[src/rtl/expression_result_serializer_pkg.sv]
// Shared constants, field geometry and state encoding for the packed
// expression-result serializer.
package expression_result_serializer_pkg;

  localparam int unsigned VEC_W    = 90;
  localparam int unsigned N_FIELDS = 18;
  localparam int unsigned IDX_W    = 5;
  localparam int unsigned RAW_W    = 6;

  // Bit k set => field k is two's-complement (sign-extended on output).
  localparam logic [N_FIELDS-1:0] SIGNED_MASK = 18'b111000111000111000;

  typedef enum logic {
    IDLE,
    SEND
  } state_e;

  // Fields repeat 4, 5, 6 bits wide in 15-bit groups.
  function automatic logic [2:0] field_width(input logic [IDX_W-1:0] idx);
    return 3'(32'd4 + (32'(idx) % 32'd3));
  endfunction

endpackage

[src/rtl/expression_result_serializer_field_extend.sv]
// Widens the MSB-aligned top slice of the shift register to OUT_W bits,
// zero- or sign-extending according to the field's signedness.
module expression_result_serializer_field_extend
  import expression_result_serializer_pkg::*;
#(
  parameter int unsigned OUT_W = 8
) (
  input  logic [RAW_W-1:0] raw,
  input  logic [2:0]       width,
  input  logic             is_signed,
  output logic [OUT_W-1:0] val
);

  logic [OUT_W-1:0] zext;
  logic [OUT_W-1:0] sext;

  // The field occupies the top 'width' bits of raw.
  always_comb begin
    zext = '0;
    sext = '0;
    unique case (width)
      3'd4: begin
        zext = OUT_W'(raw[5:2]);
        sext = OUT_W'($signed(raw[5:2]));
      end
      3'd5: begin
        zext = OUT_W'(raw[5:1]);
        sext = OUT_W'($signed(raw[5:1]));
      end
      default: begin
        zext = OUT_W'(raw);
        sext = OUT_W'($signed(raw));
      end
    endcase
    val = is_signed ? sext : zext;
  end

endmodule

[src/rtl/expression_result_serializer.sv]
// Accepts one 90-bit packed result vector per handshake and emits its 18
// fields one per beat, extended to OUT_W bits, with index and last flag.
module expression_result_serializer
  import expression_result_serializer_pkg::*;
#(
  parameter int unsigned OUT_W = 8
) (
  input  logic             clk,
  input  logic             rst_n,
  input  logic             in_valid,
  output logic             in_ready,
  input  logic [VEC_W-1:0] in_vec,
  output logic             out_valid,
  input  logic             out_ready,
  output logic [IDX_W-1:0] out_idx,
  output logic [OUT_W-1:0] out_val,
  output logic             out_last
);

  state_e           state_q, state_d;
  logic [VEC_W-1:0] shreg_q, shreg_d;
  logic [IDX_W-1:0] idx_q, idx_d;
  logic [2:0]       fw;
  logic             last;
  logic             fire;

  assign fw        = field_width(idx_q);
  assign last      = (idx_q == IDX_W'(N_FIELDS - 1));
  assign out_valid = (state_q == SEND);
  assign fire      = out_valid && out_ready;
  assign out_idx   = idx_q;
  assign out_last  = out_valid && last;
  // Combinational path from out_ready lets the next vector load with no bubble.
  assign in_ready  = rst_n && ((state_q == IDLE) || (fire && last));

  always_comb begin
    state_d = state_q;
    shreg_d = shreg_q;
    idx_d   = idx_q;
    unique case (state_q)
      IDLE: begin
        if (in_valid) begin
          shreg_d = in_vec;
          idx_d   = '0;
          state_d = SEND;
        end
      end
      SEND: begin
        if (fire) begin
          if (last) begin
            idx_d = '0;
            if (in_valid) begin
              shreg_d = in_vec;
            end else begin
              shreg_d = '0;
              state_d = IDLE;
            end
          end else begin
            shreg_d = shreg_q << fw;
            idx_d   = idx_q + IDX_W'(1);
          end
        end
      end
      default: state_d = IDLE;
    endcase
  end

  always_ff @(posedge clk or negedge rst_n) begin
    if (!rst_n) begin
      state_q <= IDLE;
      shreg_q <= '0;
      idx_q   <= '0;
    end else begin
      state_q <= state_d;
      shreg_q <= shreg_d;
      idx_q   <= idx_d;
    end
  end

  expression_result_serializer_field_extend #(
    .OUT_W(OUT_W)
  ) u_field_extend (
    .raw      (shreg_q[VEC_W-1 -: RAW_W]),
    .width    (fw),
    .is_signed(SIGNED_MASK[idx_q]),
    .val      (out_val)
  );

endmodule

[config.mk]
export PLATFORM = sky130hd
export DESIGN_NAME = expression_result_serializer
export DESIGN_NICKNAME = d
export VERILOG_FILES = /design/src/rtl/expression_result_serializer_pkg.sv /design/src/rtl/expression_result_serializer_field_extend.sv /design/src/rtl/expression_result_serializer.sv
export SDC_FILE = /design/constraint.sdc
export NUM_CORES = 1
export LEC_CHECK = 0
export CAP_MARGIN = 15
export CORE_MARGIN = 4
export CORE_UTILIZATION = 60
export DETAILED_ROUTE_END_ITERATION = 7
export PLACE_DENSITY = 0.87
export SLEW_MARGIN = 20
export SYNTH_ARGS = -nofsm -noshare
export SYNTH_HDL_FRONTEND = slang
export SYNTH_HIERARCHICAL = 1
export SYNTH_SLANG_ARGS = --single-unit
[constraint.sdc]
create_clock -name clk -period 9.6 [get_ports clk]
set_input_delay 1.92 -clock clk [delete_from_list [all_inputs] [get_ports clk]]
set_output_delay 1.92 -clock clk [all_outputs]
set_load 0.02 [all_outputs]
==> results of run 1 <==
[worst max path at each step]
| stage | endpoint | slack, ns | cells after the start |
|---|---|---|---|
| 6_report | out_val[1] | 1.45 | 17 |
| 5_1_grt | out_val[4] | 0.89 | 17 |
| 4_1_cts | out_val[4] | 1.44 | 17 |
| 3_5_place_dp | out_val[2] | 1.83 | 17 |
| 3_3_place_gp | out_val[0] | 1.96 | 17 |
| 2_1_floorplan | out_val[4] | 2.89 | 21 |
[layout by cell type, fill, tap and decap left out, types with 5 or more instances in the layout]
master	Yosys	routed
clkbuf_16	0	9
nand2b_1	5	5
a221oi_1	6	6
nand2_2	0	5
inv_1	12	12
a21oi_1	90	90
mux2i_1	94	93
nor2b_1	10	10
dfrtp_1	96	96
buf_4	5	13
a2111oi_0	5	5
ha_1	8	8
o21ai_0	81	81
nand3_1	13	13
nand2_1	38	33
clkdlybuf4s50_1	0	108
o32a_1	68	68
nor2_1	98	98
o22ai_1	74	74
[cell type report]
| cell class | instances | share of cell area, % |
|---|---|---|
| multi-input combinational | 679 | 52.75 |
| clock inverter | 5 | 0.9068 |
| clock buffer | 11 | 2.749 |
| sequential | 96 | 27.20 |
| timing repair buffer | 121 | 13.35 |
| inverter | 15 | 0.6659 |
| tap | 168 | 2.380 |
[per-stage QoR]
stage | util, % | hold WS, ns | instance area [um^2] | setup slack [ns] | std cells
after floorplan | - | 0.4866 | 7481 | 2.892 | 875
after global placement | 70.25 | 0.5067 | 8508 | 1.956 | 1079
after detailed placement | 70.25 | 0.5130 | 8508 | 1.828 | 1079
after CTS | 72.91 | 0.5249 | 8831 | 1.436 | 1095
after global routing | 72.91 | 0.5448 | 8831 | 0.8947 | 1095
final | 72.91 | 0.5286 | 8831 | 1.445 | 1095
[kinds of logic (layout without fill, tap and decap cells)]
group,after synthesis,after routing
compound gates,370,370
simple gates,188,188
mux,109,109
buf+inv,100,152
flops,96,96
fa+ha+maj,8,8
xor+xnor,4,4
[layer usage]
| metal | GRT usage (%) | up-vias | share of wire [%] |
|---|---|---|---|
| li1 | - | 3474 | - |
| met1 | 44.30 | 3645 | 43 |
| met2 | 48.34 | 472 | 46 |
| met3 | 5.608 | 50 | 9.1 |
| met4 | 8.876 | 0 | 2.2 |
| met5 | 0 | - | 0 |
[worst max-delay path, cell delays in order (launching register included)]
cell and delay, ns:
dfrtp_1 0.54, and2b_4 0.36, inv_2 0.06, ha_1 0.34, or2_2 0.32, a221oi_2 0.30, o211ai_1 0.16, xnor2_1 0.16
buf_4 0.19, ha_1 0.20, a2111oi_0 0.24, and4b_1 0.28, and2_1 0.41, mux2i_4 0.46, inv_4 0.35, nor2b_1 0.63
mux2_4 0.35, clkdlybuf4s50_1 0.53
[state kept, by name, indices dropped and copies added, names as in the netlist]
signal and flops:
shreg_q 90, out_valid 1, out_idx 5
==> results.py, run 1 <==
metrics = {
    "status": {
        "status": "complete, no violations",
    },
    "synthesis": {
        "synth-xor-area-share_pct": 0.4683,
        "ys_seq_area_share_pct": 32.11,
        "synth_area_leaders": "dfrtp_1 32%, mux2i_1 13%, o32a_1 9.1%, o22ai_1 6.2%, a21oi_1 6.0%",
        "ys.flop_type": "dfrtp_1",
        "avgSynthCellArea_um2": 8.550,
        "synth_commonest_cells": "98 x nor2_1, 96 x dfrtp_1, 94 x mux2i_1",
        "synth_compound_area_share_pct": 33.20,
        "synth_edf_count": 0,
        "synthSimpleGateAreaFrac_pct": 11.37,
        "async_flop_share_pct": 100.0,
        "syn_inst": 875,
        "ys_seq_elements": 96,
        "syn-num-nets": 977,
        "synth_cell_types": 67,
        "yosys.area.top_type": "dfrtp_1",
        "ys_warn_count": 6,
        "synth_top_area_share_pct": 32.11,
        "synth_fa_ha_area_share_pct": 1.338,
        "synth_top_family_by_area": "compound AO/OA/AOI/OAI gates",
        "syn_area_um2": 7481,
        "yosysMostFrequentCell": "nor2_1",
        "synthMuxAreaShare_pct": 15.55,
    },
    "sta": {
        "tightest_slew_ns": 0.9893,
        "setup_tns_ns": 0,
        "post-route-period-util_pct": 84.95,
        "finClkSkew_ns": 0.01232,
        "hold_viol": 0,
        "relSlewSlack_pct": 34.05,
        "max_freq_mhz": 122.6,
        "setup_viol": 0,
        "rsz0062_at_grt": "no",
        "drv_slew": 0,
        "period_minus_slack_ns": 8.155,
    },
    "worst_setup_path": {
        "regToRegSetupSlack_ns": 3.30,
        "cp_max_fo": 49,
        "worstReg2RegEnd": "shreg_q[8]$_DFFE_PN0P_",
        "cp-startpoint": "out_idx[3]$_DFFE_PN0P_",
        "r2r-start": "out_idx[3]$_DFFE_PN0P_",
        "crit_type": "reg -> out",
        "critPathCaptureType": "output pin",
        "crit_path_start_kind": "flip-flop",
        "reg2regPathDepth": 19,
        "arrival_ns": 6.23,
        "required_ns": 7.68,
    },
    "layout": {
        "regArea_um2": 2402,
        "fillers": 949,
        "layout-drive-gt1-share_pct": 6.041,
        "multi_input_area_um2": 4658,
        "n_antenna_cell": 0,
        "syn2layout_area_growth_pct": 18.05,
        "nNetsFinal": 1024,
    },
    "clock_tree": {
        "cts_tree": "yes",
        "clk_pin_slew_worst_paths_ns": 0.06,
        "htreeDepth": 3,
        "cts_root_buffer": "clkbuf_16",
        "cts_buffer_depth": 2,
        "cts_inserted_buffers": 9,
        "postCtsSetupRepairBufs": 0,
        "post_cts_resized": 0,
        "cts.sinks": 96,
        "worstSkewPairLatency_ns": 0.35,
        "ctsHoldBuffers": 0,
    },
    "routing": {
        "routedWlPerCell_um": 20.78,
        "routed_wirelength_um": 22760,
        "vias_per_cell": 6.978,
        "drtAntennaViolNets": 0,
        "dr.first_iter.drc_count": 1310,
        "dr.pass1.iters": 6,
        "drc": 0,
        "via_count": 7641,
    },
    "global_routing": {
        "grt_max_degree": 92,
        "grtUsageTotal_pct": 30.99,
        "grt-ovfl-total": 0,
        "antenna_found_initial": 0,
        "grt_pass1_vias": 7018,
        "grt_pass1_wl_um": 36490,
    },
    "place": {
        "portBuffers": 109,
        "dpl.hpwl_um": 14840,
        "gp_congestion": 0.9414,
    },
    "floorplan": {
        "die_y_um": 119.7,
        "io_pins": 110,
        "std_cell_rows": 40,
        "design.core.area_um2": 12110,
        "initial_core_util_pct": 61.77,
        "die_w_um": 119.7,
        "dieArea_um2": 14320,
    },
    "run": {
        "cap_violations": 0,
    },
    "min_path": {
        "hold_path_class": "reg -> reg",
        "min_to": "shreg_q[66]$_DFFE_PN0P_",
        "holdCritStartpoint": "shreg_q[66]$_DFFE_PN0P_",
        "hold_path_depth": 1,
    },
}
Power of run 1 is left out: the tool's default activity adds up to more than one toggle a clock period on the data nets, which glitch-free logic cannot reach.
==> run 2, diff against run 1 <==
CORE_UTILIZATION = 50   (was 60)
PLACE_DENSITY = 0.77   (was 0.87)
clock period = 6.6 ns   (was 9.6 ns; I/O delays follow)
==> results.py, run 2 (synthesized netlist as in run 1, its figures left out) <==
metrics = {
    "status": {
        "status": "complete, no violations",
    },
    "clock_tree": {
        "clk_pin_slew_worst_paths_ns": 0.07,
        "htreeDepth": 3,
        "postCtsSetupRepairBufs": 0,
        "cts_inserted_buffers": 9,
        "cts_tree": "yes",
        "worstSkewPairLatency_ns": 0.35,
        "ctsHoldBuffers": 0,
        "cts_buffer_depth": 2,
        "cts.sinks": 96,
        "cts_root_buffer": "clkbuf_16",
    },
    "routing": {
        "routed_wirelength_um": 22770,
        "drc": 0,
        "via_count": 7521,
        "dr.first_iter.drc_count": 1012,
        "drtAntennaViolNets": 0,
        "vias_per_cell": 6.727,
        "routedWlPerCell_um": 20.36,
        "dr.pass1.iters": 5,
    },
    "sta": {
        "setup_viol": 0,
        "hold_viol": 0,
        "finClkSkew_ns": 0.007720,
        "drv_slew": 0,
        "period_minus_slack_ns": 6.300,
        "relSlewSlack_pct": 37.28,
        "post-route-period-util_pct": 95.45,
        "max_freq_mhz": 158.7,
        "tightest_slew_ns": 0.9408,
    },
    "worst_setup_path": {
        "cp-startpoint": "out_idx[3]$_DFFE_PN0P_",
        "critPathCaptureType": "output pin",
        "crit_path_start_kind": "flip-flop",
        "regToRegSetupSlack_ns": 0.71,
        "worstReg2RegEnd": "shreg_q[81]$_DFFE_PN0P_",
        "endpoint": "out_val[3]",
        "crit_type": "reg -> out",
        "arrival_ns": 4.98,
        "r2r-start": "out_idx[3]$_DFFE_PN0P_",
        "reg2regPathDepth": 19,
        "required_ns": 5.28,
        "cp_max_fo": 16,
    },
    "place": {
        "portBuffers": 109,
        "dpl.hpwl_um": 15130,
        "dpl_cell_area_um2": 8581,
        "gp_congestion": 0.8802,
    },
    "layout": {
        "largest_register": "shreg_q",
        "multi_input_area_um2": 4673,
        "syn2layout_area_growth_pct": 19.03,
        "regArea_um2": 2405,
        "final_common_cell": "clkdlybuf4s50_1",
        "layout-drive-gt1-share_pct": 7.173,
        "largest_reg_flops": 90,
        "n_antenna_cell": 0,
        "fillers": 1299,
        "final_cell_mix": "108 x clkdlybuf4s50_1, 98 x nor2_1, 94 x dfrtp_1",
        "final_area_um2": 8905,
        "nNetsFinal": 1031,
    },
    "global_routing": {
        "grt_max_degree": 92,
        "antenna_found_initial": 0,
        "grt_pass1_vias": 7048,
        "grtUsageTotal_pct": 26.60,
        "grt_pass1_wl_um": 36530,
        "grt-ovfl-total": 0,
    },
    "floorplan": {
        "initial_core_util_pct": 51.28,
        "die_y_um": 130.3,
        "dieArea_um2": 16980,
        "die_w_um": 130.3,
        "design.core.area_um2": 14590,
        "io_pins": 110,
        "std_cell_rows": 44,
    },
    "run": {
        "cap_violations": 0,
    },
    "min_path": {
        "hold_path_class": "reg -> reg",
    },
}
==> run 2: cell count changes in the layout (fill, tap and decap cells not counted), sizes merged <==
cell / previous run / this run
clkinvlp: 2 / 1
clkinv: 1 / 2
inv: 15 / 16
bufinv: 2 / 1
buf: 13 / 20
==> run 2: area by class of cell <==
class	count	area share (%)
clock buffers	11	2.726
clock inverters	5	0.7166
inverters	15	0.6604
multi-input cells	679	52.48
flip-flops and latches	96	27.01
well taps	184	2.585
repair buffers	128	13.83
==> run 2: worst max-delay path, stage by stage (launching register included) <==
cell and delay [ns]:
dfrtp_2 0.50, and2b_4 0.32, inv_2 0.06, ha_1 0.33, or2_2 0.34, a221oi_4 0.27, o211ai_1 0.15, xnor2_1 0.17
ha_1 0.20, a2111oi_1 0.27, and4b_1 0.30, and2_4 0.24, mux2i_4 0.28, inv_4 0.04, nor2b_1 0.12, buf_4 0.18
mux2_4 0.30, clkdlybuf4s50_1 0.53
==> run 2: timing repair <==
action                                  4_1_cts  5_1_grt
endpoints found under the hold margin         0        0
gates cloned                                  0        0
endpoints found under the setup margin        5        6
resized for setup                             1        6
==> run 2: per-stage QoR <==
stage                     hold slack [ns]  cells  worst slack [ns]    TNS, ns  utilization, %
after global routing               0.5495   1118         -0.006455  -0.008495           61.04
after CTS                          0.5266   1118           0.03048          0           60.93
after floorplan                    0.4866    875            0.4917          0               -
final                              0.5265   1118            0.3000          0           61.04
after detailed placement           0.5108   1102            0.2613          0           58.82
after global placement             0.5073   1102            0.4995          0           58.82
==> run 2: layer usage <==
| layer | track usage (%) | wire length [um] |
|---|---|---|
| met3 | 4.585 | 1885 |
| met5 | 0 | 0 |
| met1 | 37.37 | 9810 |
| met2 | 41.79 | 10590 |
| met4 | 8.680 | 477 |
==> run 2: worst min-delay path by stage <==
| stage | cells past startpoint | startpoint | slack [ns] | endpoint |
|---|---|---|---|---|
| final | 1 | shreg_q[30]$_DFFE_PN0P_ | 0.53 | shreg_q[30]$_DFFE_PN0P_ |
| after global routing | 1 | shreg_q[73]$_DFFE_PN0P_ | 0.55 | shreg_q[73]$_DFFE_PN0P_ |
| after CTS | 1 | shreg_q[30]$_DFFE_PN0P_ | 0.53 | shreg_q[30]$_DFFE_PN0P_ |
| after detailed placement | 1 | shreg_q[30]$_DFFE_PN0P_ | 0.51 | shreg_q[30]$_DFFE_PN0P_ |
| after global placement | 1 | shreg_q[30]$_DFFE_PN0P_ | 0.51 | shreg_q[30]$_DFFE_PN0P_ |
| after floorplan | 2 | shreg_q[32]$_DFFE_PN0P_ | 0.49 | shreg_q[32]$_DFFE_PN0P_ |
Power of run 2 is left out for the same reason.
